$ cat config.mk
export PLATFORM = sky130hd
export DESIGN_NAME = envelope_generator
export DESIGN_NICKNAME = d
export VERILOG_FILES = /design/src/rtl/synth_pkg.sv /design/src/rtl/envelope_tick_divider.sv /design/src/rtl/envelope_generator.sv
export SDC_FILE = /design/constraint.sdc
export NUM_CORES = 1
export LEC_CHECK = 0
export CAP_MARGIN = 10
export CORE_MARGIN = 1.5
export CORE_UTILIZATION = 35
export CTS_CLUSTER_SIZE = 16
export DETAILED_ROUTE_END_ITERATION = 12
export DONT_BUFFER_PORTS = 1
export SYNTH_ARGS = -nofsm -noshare
export SYNTH_HDL_FRONTEND = slang
export SYNTH_SLANG_ARGS = --single-unit
export TNS_END_PERCENT = 5
$ cat constraint.sdc
create_clock -name clk -period 4.8 [get_ports clk]
set_clock_uncertainty 0.15 [all_clocks]
set_input_delay 0.72 -clock clk [delete_from_list [all_inputs] [get_ports clk]]
set_output_delay 0.72 -clock clk [all_outputs]
set_load 0.02 [all_outputs]
$ cat src/rtl/synth_pkg.sv
// Shared constants and state encoding for the envelope generator.
// The bench and the top-level register map import the same definitions.
package synth_pkg;

   localparam int ENV_W   = 8;
   localparam int ACC_W   = 16;
   localparam int STATE_W = 3;

   typedef enum logic [STATE_W-1:0] {
      ST_IDLE    = 3'd0,
      ST_ATTACK  = 3'd1,
      ST_DECAY   = 3'd2,
      ST_SUSTAIN = 3'd3,
      ST_RELEASE = 3'd4
   } env_state_t;

endpackage

$ cat src/rtl/envelope_tick_divider.sv
// Free-running prescaler: pulses tick for one clock every TICK_DIV clocks.
// TICK_DIV = 1 gives a tick on every clock.
module envelope_tick_divider #(
   parameter int unsigned TICK_DIV = 16
) (
   input  logic clk,
   input  logic rst_n,
   output logic tick
);

   logic [15:0] cnt;

   assign tick = (cnt == 16'(TICK_DIV - 1));

   // NOTE: async reset and <= for all state; reads of cnt in this block see the pre-edge value.
   always_ff @(posedge clk or negedge rst_n) begin
      if (!rst_n) begin
         cnt <= '0;
      end else if (tick) begin
         cnt <= '0;
      end else begin
         cnt <= cnt + 16'd1;
      end
   end

endmodule

$ cat src/rtl/envelope_generator.sv
// ADSR envelope generator: 16-bit saturating accumulator stepped on prescaled ticks,
// with gate edges taking priority over any accumulator update on the same clock.
module envelope_generator
   import synth_pkg::*;
#(
   parameter int unsigned TICK_DIV = 16
) (
   input  logic       clk,
   input  logic       rst_n,
   input  logic       gate,
   input  logic [7:0] attack_rate,
   input  logic [7:0] decay_rate,
   input  logic [7:0] sustain_level,
   input  logic [7:0] release_rate,
   output logic [7:0] envelope_value,
   output logic [2:0] env_state,
   output logic       env_active
);

   env_state_t        state;
   logic [ACC_W-1:0]  acc;
   logic              tick;

   logic [ACC_W:0]    att_sum;
   logic [ACC_W-1:0]  dec_step;
   logic [ACC_W-1:0]  rel_step;
   logic [ACC_W-1:0]  sus_target;
   logic              att_done;
   logic              dec_done;
   logic              rel_done;

   envelope_tick_divider #(.TICK_DIV(TICK_DIV)) u_tick (
      .clk   (clk),
      .rst_n (rst_n),
      .tick  (tick)
   );

   // Saturation decisions are made before subtracting so nothing can wrap.
   assign att_sum    = {1'b0, acc} + {9'd0, attack_rate} + 17'd1;
   assign dec_step   = {8'd0, decay_rate} + 16'd1;
   assign rel_step   = {8'd0, release_rate} + 16'd1;
   assign sus_target = {sustain_level, 8'h00};
   assign att_done   = (att_sum >= 17'h0FFFF);
   assign dec_done   = (acc < dec_step) || ((acc - dec_step) <= sus_target);
   assign rel_done   = (acc <= rel_step);

   always_ff @(posedge clk or negedge rst_n) begin
      if (!rst_n) begin
         state <= ST_IDLE;
         acc   <= '0;
      end else begin
         case (state)
            ST_IDLE: begin
               if (gate) state <= ST_ATTACK;
            end
            ST_ATTACK: begin
               if (!gate) begin
                  state <= ST_RELEASE;
               end else if (tick) begin
                  if (att_done) begin
                     acc   <= 16'hFFFF;
                     state <= ST_DECAY;
                  end else begin
                     acc <= att_sum[ACC_W-1:0];
                  end
               end
            end
            ST_DECAY: begin
               if (!gate) begin
                  state <= ST_RELEASE;
               end else if (tick) begin
                  if (dec_done) begin
                     acc   <= sus_target;
                     state <= ST_SUSTAIN;
                  end else begin
                     acc <= acc - dec_step;
                  end
               end
            end
            ST_SUSTAIN: begin
               if (!gate) state <= ST_RELEASE;
               else       acc   <= sus_target;
            end
            ST_RELEASE: begin
               if (gate) begin
                  state <= ST_ATTACK;
               end else if (tick) begin
                  if (rel_done) begin
                     acc   <= '0;
                     state <= ST_IDLE;
                  end else begin
                     acc <= acc - rel_step;
                  end
               end
            end
            default: state <= ST_IDLE;
         endcase
      end
   end

   assign envelope_value = acc[ACC_W-1:ACC_W-ENV_W];
   assign env_state      = state;
   assign env_active     = (state != ST_IDLE);

endmodule

==> flow_metrics.py <==
metrics = {
    "placed_design": {
        "place.gp.congestion": 0.864,
        "dpl_cell_area_mm2": 0.00451,
        "hpwl_um": 10000,
        "placedCellCount": 667,
        "io_buffers": 0,
    },
    "critical_path": {
        "critPathBufInv": 1,
        "crit_required_ns": 4.80,
        "path_delay_family": "compound AO/OA/AOI/OAI gates",
        "r2r_slack_ns": 0.43,
        "crit_path_max_incr_delay_ns": 0.41,
        "start_kind": "input port",
        "cp_max_fo": 5,
        "cp-end-kind": "register",
        "cp.arrival_ns": 4.56,
        "critical_path_depth": 20,
        "crit_chain": "and4_4 -> nand2_1 -> xor2_1 -> ha_1 -> a21oi_2 -> o21ai_2 -> o31a_1 -> o22ai_4 -> nand2_2 -> xnor2_2 -> ha_1 -> nand4_1 -> nor4_2 -> o2111ai_2 -> nor4_4 -> buf_4 -> nor4_2 -> a221o_1 -> a22oi_1 -> o31ai_1",
        "worstRegToRegCells": 20,
        "cpMaxStageDelayCell": "a221o_1",
        "path_class": "input port to register",
    },
    "layout": {
        "finalNonFillerCells": 680,
        "area_delta_synth_final_pct": 12.3,
        "multiInputGateArea_mm2": 0.00316,
        "antenna_cells": 0,
        "num-fill-cells": 1243,
        "regArea_um2": 876,
        "fin_area_mm2": 0.00477,
        "utilization_pct": 40.0,
        "nets": 607,
        "drive_gt1_share_pct": 17.8,
    },
    "detailed_routing": {
        "firstDrtPassIters": 5,
        "drc_errors": 0,
        "ant_nets": 0,
        "vias": 3959,
        "via_per_inst": 5.82,
        "routedWlPerCell_um": 17.9,
        "wl_um": 12200,
        "drt_iter0_markers": 319,
    },
    "run_status": {
        "status": "complete, no violations",
    },
    "global_routing": {
        "grt_pass1_wl_um": 20100,
        "gr-total-overflow": 0,
        "grtUsageTotal_pct": 19.4,
        "grt_max_degree": 36,
        "grt_pass1_vias": 3910,
        "antenna_found_initial": 0,
    },
    "clock_network": {
        "cts_made_buffers": 5,
        "insertion_delay_ns": 0.28,
        "cts_tree": "yes",
        "clockBufferDepth": 2,
        "path_clk_slew_ns": 0.06,
        "numClockSinks": 35,
        "cts_root_buf": "clkbuf_16",
        "cts_max_level": 2,
    },
    "logic_synthesis": {
        "synth_edf_count": 0,
        "syn-num-nets": 584,
        "seq_area_frac_synth_pct": 20.6,
        "synth_top_area_share_pct": 20.6,
        "ys_types": 84,
        "ys_top_cells_by_count": "nand2_1, ha_1, dfrtp_1",
        "yosysMostFrequentCell": "nand2_1",
        "yosysWarnings": 0,
        "synthArstFlopShare_pct": 100,
        "yosys.area.top_type": "dfrtp_1",
        "syn_area_mm2": 0.00424,
        "synth_top_cells_by_area": "dfrtp_1, ha_1, xnor2_1",
        "synth_seq_cells": 35,
        "synth_area_per_cell_um2": 8.34,
        "synthCells": 509,
        "ys.flop_type": "dfrtp_1",
    },
    "sta": {
        "setup_viol": 0,
        "setup-tns-final_ns": 0,
        "worst_pin_slew_ns": 0.637,
        "maxSlewViolCount": 0,
        "timing.final.hold_violations": 0,
        "clock.fmax_mhz": 219,
        "max-slew-margin-rel_pct": 57.3,
        "period_needed_ns": 4.56,
        "period_share_pct": 95.0,
    },
    "floorplan": {
        "initial_utilization_pct": 35.6,
        "die_w_um": 113,
        "core_mm2": 0.0119,
        "num_io_pins": 47,
        "die_y_um": 113,
        "die_area_mm2": 0.0128,
        "placementRows": 40,
    },
    "job": {
        "maxCapViolCount": 0,
    },
    "pwr": {
        "p_total_mw": 2.46,
        "power.switching_mw": 1.20,
        "intPower_mw": 1.26,
        "pwr-share-seq_pct": 19.6,
        "p_leak_nw": 2.11,
        "vdd_drop_max_v": 0.000158,
        "swShare_pct": 48.7,
        "p_comb_share_pct": 67.5,
        "pwr_density_cell_mw_per_mm2": 516,
        "p_clk_share_pct": 12.9,
    },
    "min_path": {
        "hold_path.class": "input port to async pin",
    },
}
per-layer routing:
layer  up-vias  routed length (um)  GRT usage, %
li1       1915                   -             -
met1      1893                5550          26.9
met2       143                5640          31.8
met3         8                 849          2.52
met4         0                 142          5.42
met5         -                   0             0
state kept, by name (all words and copies together), names as in the netlist:
name / flops
u_tick.cnt: 16
acc: 16
env_state: 3
cell usage in the layout (no fill, tap or decap), drive strengths merged, types with 6 or more instances in the layout:
cell,Yosys,routed
ha,37,37
a21oi,35,35
nor2,35,35
buf,19,40
nor3,12,12
dfrtp,35,35
inv,24,24
and3,8,8
o21a,7,7
o221ai,6,6
nor4,9,9
a21o,8,8
nor2b,10,10
nand2,52,52
mux2i,6,6
xor2,18,18
o21ai,22,22
nand2b,8,8
nand4,10,10
xnor2,33,33
nand3,20,20
kinds of logic after synthesis:
kind of cell	count (synthesis)	synth area share, %
mux	8	1.95
buf+inv	48	6.52
compound gates	133	22.7
xor+xnor	51	10.5
fa+ha+maj	41	12.6
flops	35	20.6
simple gates	193	25.1
worst register-to-register path: stages, from the launching register on:
cell and delay [ns]:
dfrtp_1 0.32, inv_1 0.10, ha_1 0.22, fa_1 0.39
nand2b_1 0.20, a21oi_2 0.21, o2111ai_2 0.13, buf_4 0.16
nand3_1 0.10, nor2_1 0.07, xor2_1 0.16, ha_1 0.29
nand4_1 0.14, nor4_2 0.35, o2111ai_2 0.18, nor4_4 0.17
buf_4 0.18, nor4_2 0.05, a221o_1 0.41, a22oi_1 0.19
o31ai_1 0.10
cell type report:
| type | count | share of cell area [%] |
|---|---|---|
| Tap cell | 147 | 3.86 |
| Sequential cell | 35 | 18.4 |
| Multi-Input combinational cell | 426 | 66.3 |
| Clock inverter | 3 | 0.420 |
| Inverter | 24 | 1.89 |
| Timing Repair Buffer | 40 | 6.56 |
| Clock buffer | 5 | 2.63 |
repair_timing:
item | CTS | global route
hold buffers | 1 | 0
gates cloned | 0 | 0
endpoints found under the setup margin | 4 | 19
endpoints found under the hold margin | 35 | 0
resized for setup | 1 | 12
setup buffers | 0 | 4
pin swaps | 1 | 14
final timing paths:
path | to | startpoint
worst max register to register | env_state[0] | acc[0]
worst max-delay path | env_state[0] | decay_rate[1]
min in group clk | u_tick.cnt[15] | u_tick.cnt[15]
max in group asynchronous | acc[2] | rst_n
worst min register to register | u_tick.cnt[15] | u_tick.cnt[15]
worst min-delay path | u_tick.cnt[3] | rst_n
power by group through the flow:
stage	Clock, mW	Combinational [mW]	Sequential (mW)
2_1_floorplan	0	1.23	0.410
3_3_place_gp	0	1.53	0.483
3_5_place_dp	0	1.56	0.482
4_1_cts	0.323	1.58	0.477
5_1_grt	0.335	1.83	0.492
6_report	0.318	1.66	0.482
through the flow:
step | setup WS, ns | hold slack (ns)
final | 0.239 | 0.110
after global routing | -0.00439 | 0.115
after CTS | 0.0164 | 0.120
after detailed placement | -0.321 | 0.275
after global placement | -0.183 | 0.275
after floorplan | 0.0529 | 0.274
Note: power is estimated with default switching activity, not from simulation.
